--- config.mk ---
export PLATFORM = sky130hd
export DESIGN_NAME = i2c_reg_sequencer
export DESIGN_NICKNAME = d
export VERILOG_FILES = /design/src/rtl/i2c_reg_sequencer.sv
export SDC_FILE = /design/constraint.sdc
export NUM_CORES = 1
export LEC_CHECK = 0
export ABC_CLOCK_PERIOD_IN_PS = 2700
export BUFFER_PORTS_ARGS = -buffer_cell sky130_fd_sc_hd__clkbuf_2
export CELL_PAD_IN_SITES_DETAIL_PLACEMENT = 1
export CELL_PAD_IN_SITES_GLOBAL_PLACEMENT = 1
export CORE_ASPECT_RATIO = 0.75
export CORE_MARGIN = 2
export CORE_UTILIZATION = 31
export CTS_BUF_LIST = sky130_fd_sc_hd__clkbuf_8
export DETAILED_ROUTE_END_ITERATION = 16
export GPL_TIMING_DRIVEN = 0
export PLACE_DENSITY = 0.58
export SLEW_MARGIN = 20
export SYNTH_ARGS = -nofsm -noshare
export SYNTH_HDL_FRONTEND = slang
export SYNTH_SLANG_ARGS = --single-unit
--- constraint.sdc ---
create_clock -name clk -period 2.7 [get_ports clk]
set_input_delay 0.27 -clock clk [delete_from_list [all_inputs] [get_ports clk]]
set_output_delay 0.27 -clock clk [all_outputs]
set_load 0.01 [all_outputs]
--- src/rtl/i2c_reg_sequencer.sv ---
// ---------------------------------------------------------------------------
// i2c_reg_sequencer
//
// Turns one register-access request (write byte to register R of device D,
// or read byte from register R of device D) into the level-held
// start/stop/read/write control sequence of an i2c_master, and returns one
// response per request. One transaction in flight at a time.
//
// Ports
//   clk, rst                  clock, asynchronous active-high reset
//   req_valid/req_ready       request handshake
//   req_rw                    0 = register write, 1 = register read
//   req_dev, req_reg          7-bit device address, register pointer
//   req_wdata                 write data (ignored for reads)
//   rsp_valid                 one-cycle pulse when a transaction finishes
//   rsp_rdata, rsp_err        read byte / status (0 OK, 1 NACK, 2 timeout)
//   m_start/m_stop/m_read/m_write, m_addr, m_tx_data
//                             registered, level-held master controls
//   m_busy, m_ready, m_ack, m_rx_data
//                             master status and received byte
// ---------------------------------------------------------------------------
module i2c_reg_sequencer #(
    parameter int TIMEOUT_CYCLES = 200000,
    parameter int CNT_W          = 18
) (
    input  logic       clk,
    input  logic       rst,
    input  logic       req_valid,
    output logic       req_ready,
    input  logic       req_rw,
    input  logic [6:0] req_dev,
    input  logic [7:0] req_reg,
    input  logic [7:0] req_wdata,
    output logic       rsp_valid,
    output logic [7:0] rsp_rdata,
    output logic [1:0] rsp_err,
    output logic       m_start,
    output logic       m_stop,
    output logic       m_read,
    output logic       m_write,
    output logic [6:0] m_addr,
    output logic [7:0] m_tx_data,
    input  logic       m_busy,
    input  logic       m_ready,
    input  logic       m_ack,
    input  logic [7:0] m_rx_data
);

    localparam logic [3:0] S_IDLE    = 4'd0;
    localparam logic [3:0] S_ST_A    = 4'd1;
    localparam logic [3:0] S_PTR     = 4'd2;
    localparam logic [3:0] S_PTR_ACK = 4'd3;
    localparam logic [3:0] S_WDAT    = 4'd4;
    localparam logic [3:0] S_STOP1   = 4'd5;
    localparam logic [3:0] S_ST_B    = 4'd6;
    localparam logic [3:0] S_RADR    = 4'd7;
    localparam logic [3:0] S_RDAT    = 4'd8;
    localparam logic [3:0] S_STOP_F  = 4'd9;
    localparam logic [3:0] S_RESP    = 4'd10;

    logic [3:0]       state;
    logic [CNT_W-1:0] cnt;
    logic             busy_q;
    logic             rw_q;
    logic [7:0]       wdata_q;
    logic [7:0]       rdata_q;
    logic             err_q;

    logic ev;          // byte/ACK boundary reported by the master
    logic busy_rise;   // master has taken the START
    logic advance;     // current state's exit condition holds
    logic timeout_hit;

    assign ev          = m_ready && m_busy;
    assign busy_rise   = m_busy && !busy_q;
    // A progress event in the expiry cycle takes priority over the abort.
    assign timeout_hit = (state != S_IDLE) && (state != S_RESP) && !ev &&
                         (cnt == CNT_W'(TIMEOUT_CYCLES - 1));

    // Every state leaves on exactly one condition, so "advance" doubles as
    // the state-change indication that clears the timeout counter.
    always_comb begin
        // NOTE: default assignment first so no path through the case leaves
        // the signal unassigned and infers a latch.
        advance = 1'b0;
        unique case (state)
            S_IDLE:                                  advance = req_valid && req_ready;
            S_ST_A, S_ST_B:                          advance = busy_rise;
            S_PTR, S_PTR_ACK, S_WDAT, S_RADR, S_RDAT: advance = ev;
            S_STOP1, S_STOP_F:                       advance = !m_busy;
            default:                                 advance = 1'b1;  // S_RESP
        endcase
    end

    always_ff @(posedge clk or posedge rst) begin
        if (rst) begin
            cnt <= '0;
        end else if (state == S_IDLE || advance || ev || timeout_hit) begin
            cnt <= '0;
        end else begin
            cnt <= cnt + 1'b1;
        end
    end

    // NOTE: sequential state uses non-blocking assignments so every register
    // samples the pre-edge values regardless of statement order.
    always_ff @(posedge clk or posedge rst) begin
        if (rst) begin
            state     <= S_IDLE;
            busy_q    <= 1'b0;
            rw_q      <= 1'b0;
            wdata_q   <= '0;
            rdata_q   <= '0;
            err_q     <= 1'b0;
            req_ready <= 1'b1;
            rsp_valid <= 1'b0;
            rsp_rdata <= '0;
            rsp_err   <= '0;
            m_start   <= 1'b0;
            m_stop    <= 1'b0;
            m_read    <= 1'b0;
            m_write   <= 1'b0;
            m_addr    <= '0;
            m_tx_data <= '0;
        end else begin
            busy_q <= m_busy;
            if (timeout_hit) begin
                m_start   <= 1'b0;
                m_stop    <= 1'b0;
                m_read    <= 1'b0;
                m_write   <= 1'b0;
                m_addr    <= '0;
                m_tx_data <= '0;
                rsp_valid <= 1'b1;
                rsp_err   <= 2'd2;
                rsp_rdata <= '0;
                state     <= S_RESP;
            end else if (advance) begin
                unique case (state)
                    S_IDLE: begin
                        // m_addr and m_tx_data double as the dev/reg latches.
                        rw_q      <= req_rw;
                        wdata_q   <= req_wdata;
                        rdata_q   <= '0;
                        err_q     <= 1'b0;
                        req_ready <= 1'b0;
                        m_addr    <= req_dev;
                        m_tx_data <= req_reg;
                        m_read    <= 1'b0;
                        m_stop    <= 1'b0;
                        m_start   <= 1'b1;
                        m_write   <= 1'b1;
                        state     <= S_ST_A;
                    end
                    S_ST_A: begin
                        m_start <= 1'b0;
                        state   <= S_PTR;
                    end
                    S_PTR, S_RADR: begin
                        if (!m_ack) begin
                            m_read  <= 1'b0;
                            m_write <= 1'b0;
                            m_stop  <= 1'b1;
                            err_q   <= 1'b1;
                            rdata_q <= '0;
                            state   <= S_STOP_F;
                        end else begin
                            state <= (state == S_PTR) ? S_PTR_ACK : S_RDAT;
                        end
                    end
                    S_PTR_ACK: begin
                        if (!m_ack) begin
                            m_read  <= 1'b0;
                            m_write <= 1'b0;
                            m_stop  <= 1'b1;
                            err_q   <= 1'b1;
                            rdata_q <= '0;
                            state   <= S_STOP_F;
                        end else if (rw_q) begin
                            // Pointer is set; close this leg, restart for the read.
                            m_write <= 1'b0;
                            m_stop  <= 1'b1;
                            state   <= S_STOP1;
                        end else begin
                            m_tx_data <= wdata_q;
                            state     <= S_WDAT;
                        end
                    end
                    S_WDAT: begin
                        // Same bus action either way; only the status differs.
                        err_q   <= !m_ack;
                        m_write <= 1'b0;
                        m_stop  <= 1'b1;
                        state   <= S_STOP_F;
                    end
                    S_STOP1: begin
                        m_stop  <= 1'b0;
                        m_read  <= 1'b1;
                        m_start <= 1'b1;
                        state   <= S_ST_B;
                    end
                    S_ST_B: begin
                        m_start <= 1'b0;
                        state   <= S_RADR;
                    end
                    S_RDAT: begin
                        // Single-byte read: master NACKs it and stops.
                        rdata_q <= m_rx_data;
                        m_read  <= 1'b0;
                        m_stop  <= 1'b1;
                        state   <= S_STOP_F;
                    end
                    S_STOP_F: begin
                        m_stop    <= 1'b0;
                        rsp_valid <= 1'b1;
                        rsp_err   <= {1'b0, err_q};
                        rsp_rdata <= err_q ? 8'd0 : rdata_q;
                        state     <= S_RESP;
                    end
                    default: begin  // S_RESP
                        rsp_valid <= 1'b0;
                        req_ready <= 1'b1;
                        state     <= S_IDLE;
                    end
                endcase
            end
        end
    end

endmodule

==> impl_metrics.env <==
export IMPL_grt_max_degree=43
export IMPL_fin_setup_tns_ps=0
export IMPL_cts_buffer_depth=2
export IMPL_ant_nets=0
export IMPL_hold_viol_final=0
export IMPL_powerDensity_nw_per_um2=1040
export IMPL_syn2layout_area_growth_pct=21.4
export IMPL_worst_ir_drop_vdd_v=0.000385
export IMPL_place_inst=586
export IMPL_r2r_cells=8
export IMPL_crit_type="reg -> reg"
export IMPL_syn_avg_cell_area_sq_um=9.51
export IMPL_fin_worst_hold_slack_ps=103
export IMPL_hold_start="req_wdata[2]"
export IMPL_path_max_fanout=10
export IMPL_instances_no_fill=605
export IMPL_clk_latency_ps=360
export IMPL_synth_area_leader_cell="dfrtp_1"
export IMPL_drt_wl_total_microns=9780
export IMPL_synth_top_area_share_pct=49.6
export IMPL_dieArea_sq_um=12400
export IMPL_overflow=0
export IMPL_path_clk_slew_ps=70
export IMPL_utilization_pct=39.2
export IMPL_seq_area_frac_synth_pct=50.3
export IMPL_avgViaCountPerCell=4.86
export IMPL_worstMarginPinSlew_ps=1050
export IMPL_r2r_start="state[0]"
export IMPL_endpoint_kind="flip-flop"
export IMPL_grt_pass1_vias=3149
export IMPL_layout_commonest_cell="dfrtp_1"
export IMPL_top_level_ports=69
export IMPL_core_area_sq_um=11100
export IMPL_synth_cell_area_sq_um=3580
export IMPL_antenna_found_initial=0
export IMPL_fp_dieH_microns=97.1
export IMPL_hold_path_depth=3
export IMPL_clock_sinks=72
export IMPL_drc=0
export IMPL_cts_root_buf="clkbuf_8"
export IMPL_cp_arrival_ps=2690
export IMPL_fin_crit_ps=2470
export IMPL_leakagePower_nw=2.02
export IMPL_hold_class="in -> reg"
export IMPL_grt_usage_pct=17.0
export IMPL_required_ps=2920
export IMPL_wl_per_cell_microns=16.2
export IMPL_max_freq_ghz=0.406
export IMPL_start_util_pct=32.3
export IMPL_diodes=0
export IMPL_io_buffers=68
export IMPL_grt_pass1_wl_microns=16600
export IMPL_min_to="wdata_q[2]"
export IMPL_synth_cell_type_count=49
export IMPL_synth_edf_count=0
export IMPL_hpwl_microns=6990
export IMPL_gp_congestion=0.793
export IMPL_cts_tree="yes"
export IMPL_rsz0062_at_grt="no"
export IMPL_async_flop_share_pct=100
export IMPL_layout_common_cells="dfrtp_1 (71), clkbuf_2 (70), nand2_1 (65)"
export IMPL_vias=2939
export IMPL_drv_slew=0
export IMPL_synth_nets=416
export IMPL_synthTopCellsByArea="dfrtp_1 (50%), mux2i_1 (7.3%), nand2_1 (6.8%), nor2_1 (5.9%), xor2_1 (2.4%)"
export IMPL_yosys_warnings=0
export IMPL_drive_above_1_share_pct=23.9
export IMPL_regToRegSetupSlack_ps=230
export IMPL_fin_crit_sh_pct=91.3
export IMPL_drt_iter0_drc=101
export IMPL_critPathLaunchType="flip-flop"
export IMPL_synth_ff_type="dfrtp_1"
export IMPL_reg2reg_to="rsp_rdata[3]"
export IMPL_htreeDepth=3
export IMPL_finalSetupViolations=0
export IMPL_relSlewSlack_pct=29.6
export IMPL_dr_pass1_iters=4
export IMPL_final_nets=501
export IMPL_drv_cap=0
export IMPL_status="complete, no violations"
export IMPL_syn_inst=377
export IMPL_die_w_microns=128
export IMPL_cts_buffers_inserted=9
export IMPL_synth_seq_cells=72
export IMPL_fin_skew_ps=6.34
export IMPL_rows=33
-- synthesized netlist by cell type, types with 6 or more instances --
cell,count
xor2_1,10
a211oi_1,9
nand2b_1,7
nand3_1,8
nand2_1,65
o21ai_0,13
clkbuf_1,10
a21oi_1,15
nor3_1,7
mux2i_1,26
and3_1,6
xnor2_1,8
nor2_1,56
dfrtp_1,71
inv_1,14
-- metrics by stage --
| stage | power [mW] | setup WS (ps) | area [sq um] |
|---|---|---|---|
| 3_3_place_gp | 3.67 | -453 | 4100 |
| 4_1_cts | 4.56 | 59.7 | 4330 |
| 3_5_place_dp | 3.74 | -133 | 4130 |
| 2_1_floorplan | 3.07 | 474 | 3580 |
| 6_report | 4.53 | 234 | 4350 |
| 5_1_grt | 4.93 | 31.6 | 4350 |
-- routing by layer --
metal | vias to the layer above | GRT usage [%] | wire [microns]
met4 | 0 | 3.55 | 83
met1 | 1425 | 24.2 | 4860
met2 | 62 | 24.9 | 4290
li1 | 1445 | - | -
met5 | - | 0 | 0
met3 | 7 | 6.22 | 547
-- worst max-delay path by stage --
stage          startpoint      endpoint  slack (ps)  depth (start not counted)
2_1_floorplan      cnt[9]       cnt[10]         470                          6
6_report         state[0]  rsp_rdata[3]         230                          8
3_3_place_gp          rst    rdata_q[5]        -450                          2
5_1_grt          state[1]    rdata_q[0]          30                          8
4_1_cts          state[0]  m_tx_data[1]          60                          8
3_5_place_dp       cnt[9]       cnt[10]        -130                          6
-- worst max-delay path, stage by stage, from the launching register on --
cell and delay, ps:
dfrtp_1 390, buf_6 150, nor4_2 440, and3_1 340, nor4_4 110, a211oi_1 240
buf_2 360, mux2i_1 250, nor2_1 60
-- timing repair --
item / 4_1_cts / 5_1_grt
pin swaps: 1 / 2
resized for setup: 1 / 4
buffers inserted: 1 / 3
hold buffers: 1 / 0
cloned: 0 / 0
setup endpoints to repair: 18 / 26
hold endpoints to repair: 29 / 0
-- kinds of logic (layout without fill, tap and decap cells) --
family                     count (synthesis)  after routing  share of synthesized area [%]
buffers and inverters                     34            122                           4.40
DFF                                       72             72                           50.3
xor gates and xnor gates                  18             18                           4.40
and+or+nand+nor                          171            171                           22.3
AOI/OAI and AO/OA                         55             55                           11.0
muxes                                     26             26                           7.26
adders and majority gates                  1              1                          0.349
-- area by class of cell --
type	instances	area (sq um)
plain buffers	20	108
clock buffers	12	165
clock inverters	2	7.51
fillers	1322	6760
inverters	14	55.1
multi-input cells	271	1630
flip-flops and latches	72	1800
well taps	140	175
repair buffers	74	408
-- sequential cells by signal (all words and copies together), names as in the netlist --
register   flops
busy_q         1
m_addr         7
m_start        1
m_write        1
m_read         1
rdata_q        8
rsp_rdata      8
m_stop         1
cnt           18
rw_q           1
rsp_err        2
wdata_q        8
m_tx_data      8
state          4
err_q          1
req_ready      1
rsp_valid      1
-- power by group --
group | internal [mW] | total, mW | switching (mW)
sequential | 1.46 | 1.66 | 0.203
clock | 0.393 | 0.790 | 0.397
combinational | 0.826 | 2.08 | 1.25
total | 2.68 | 4.53 | 1.85
No activity file was read; power rests on OpenSTA's default activity.
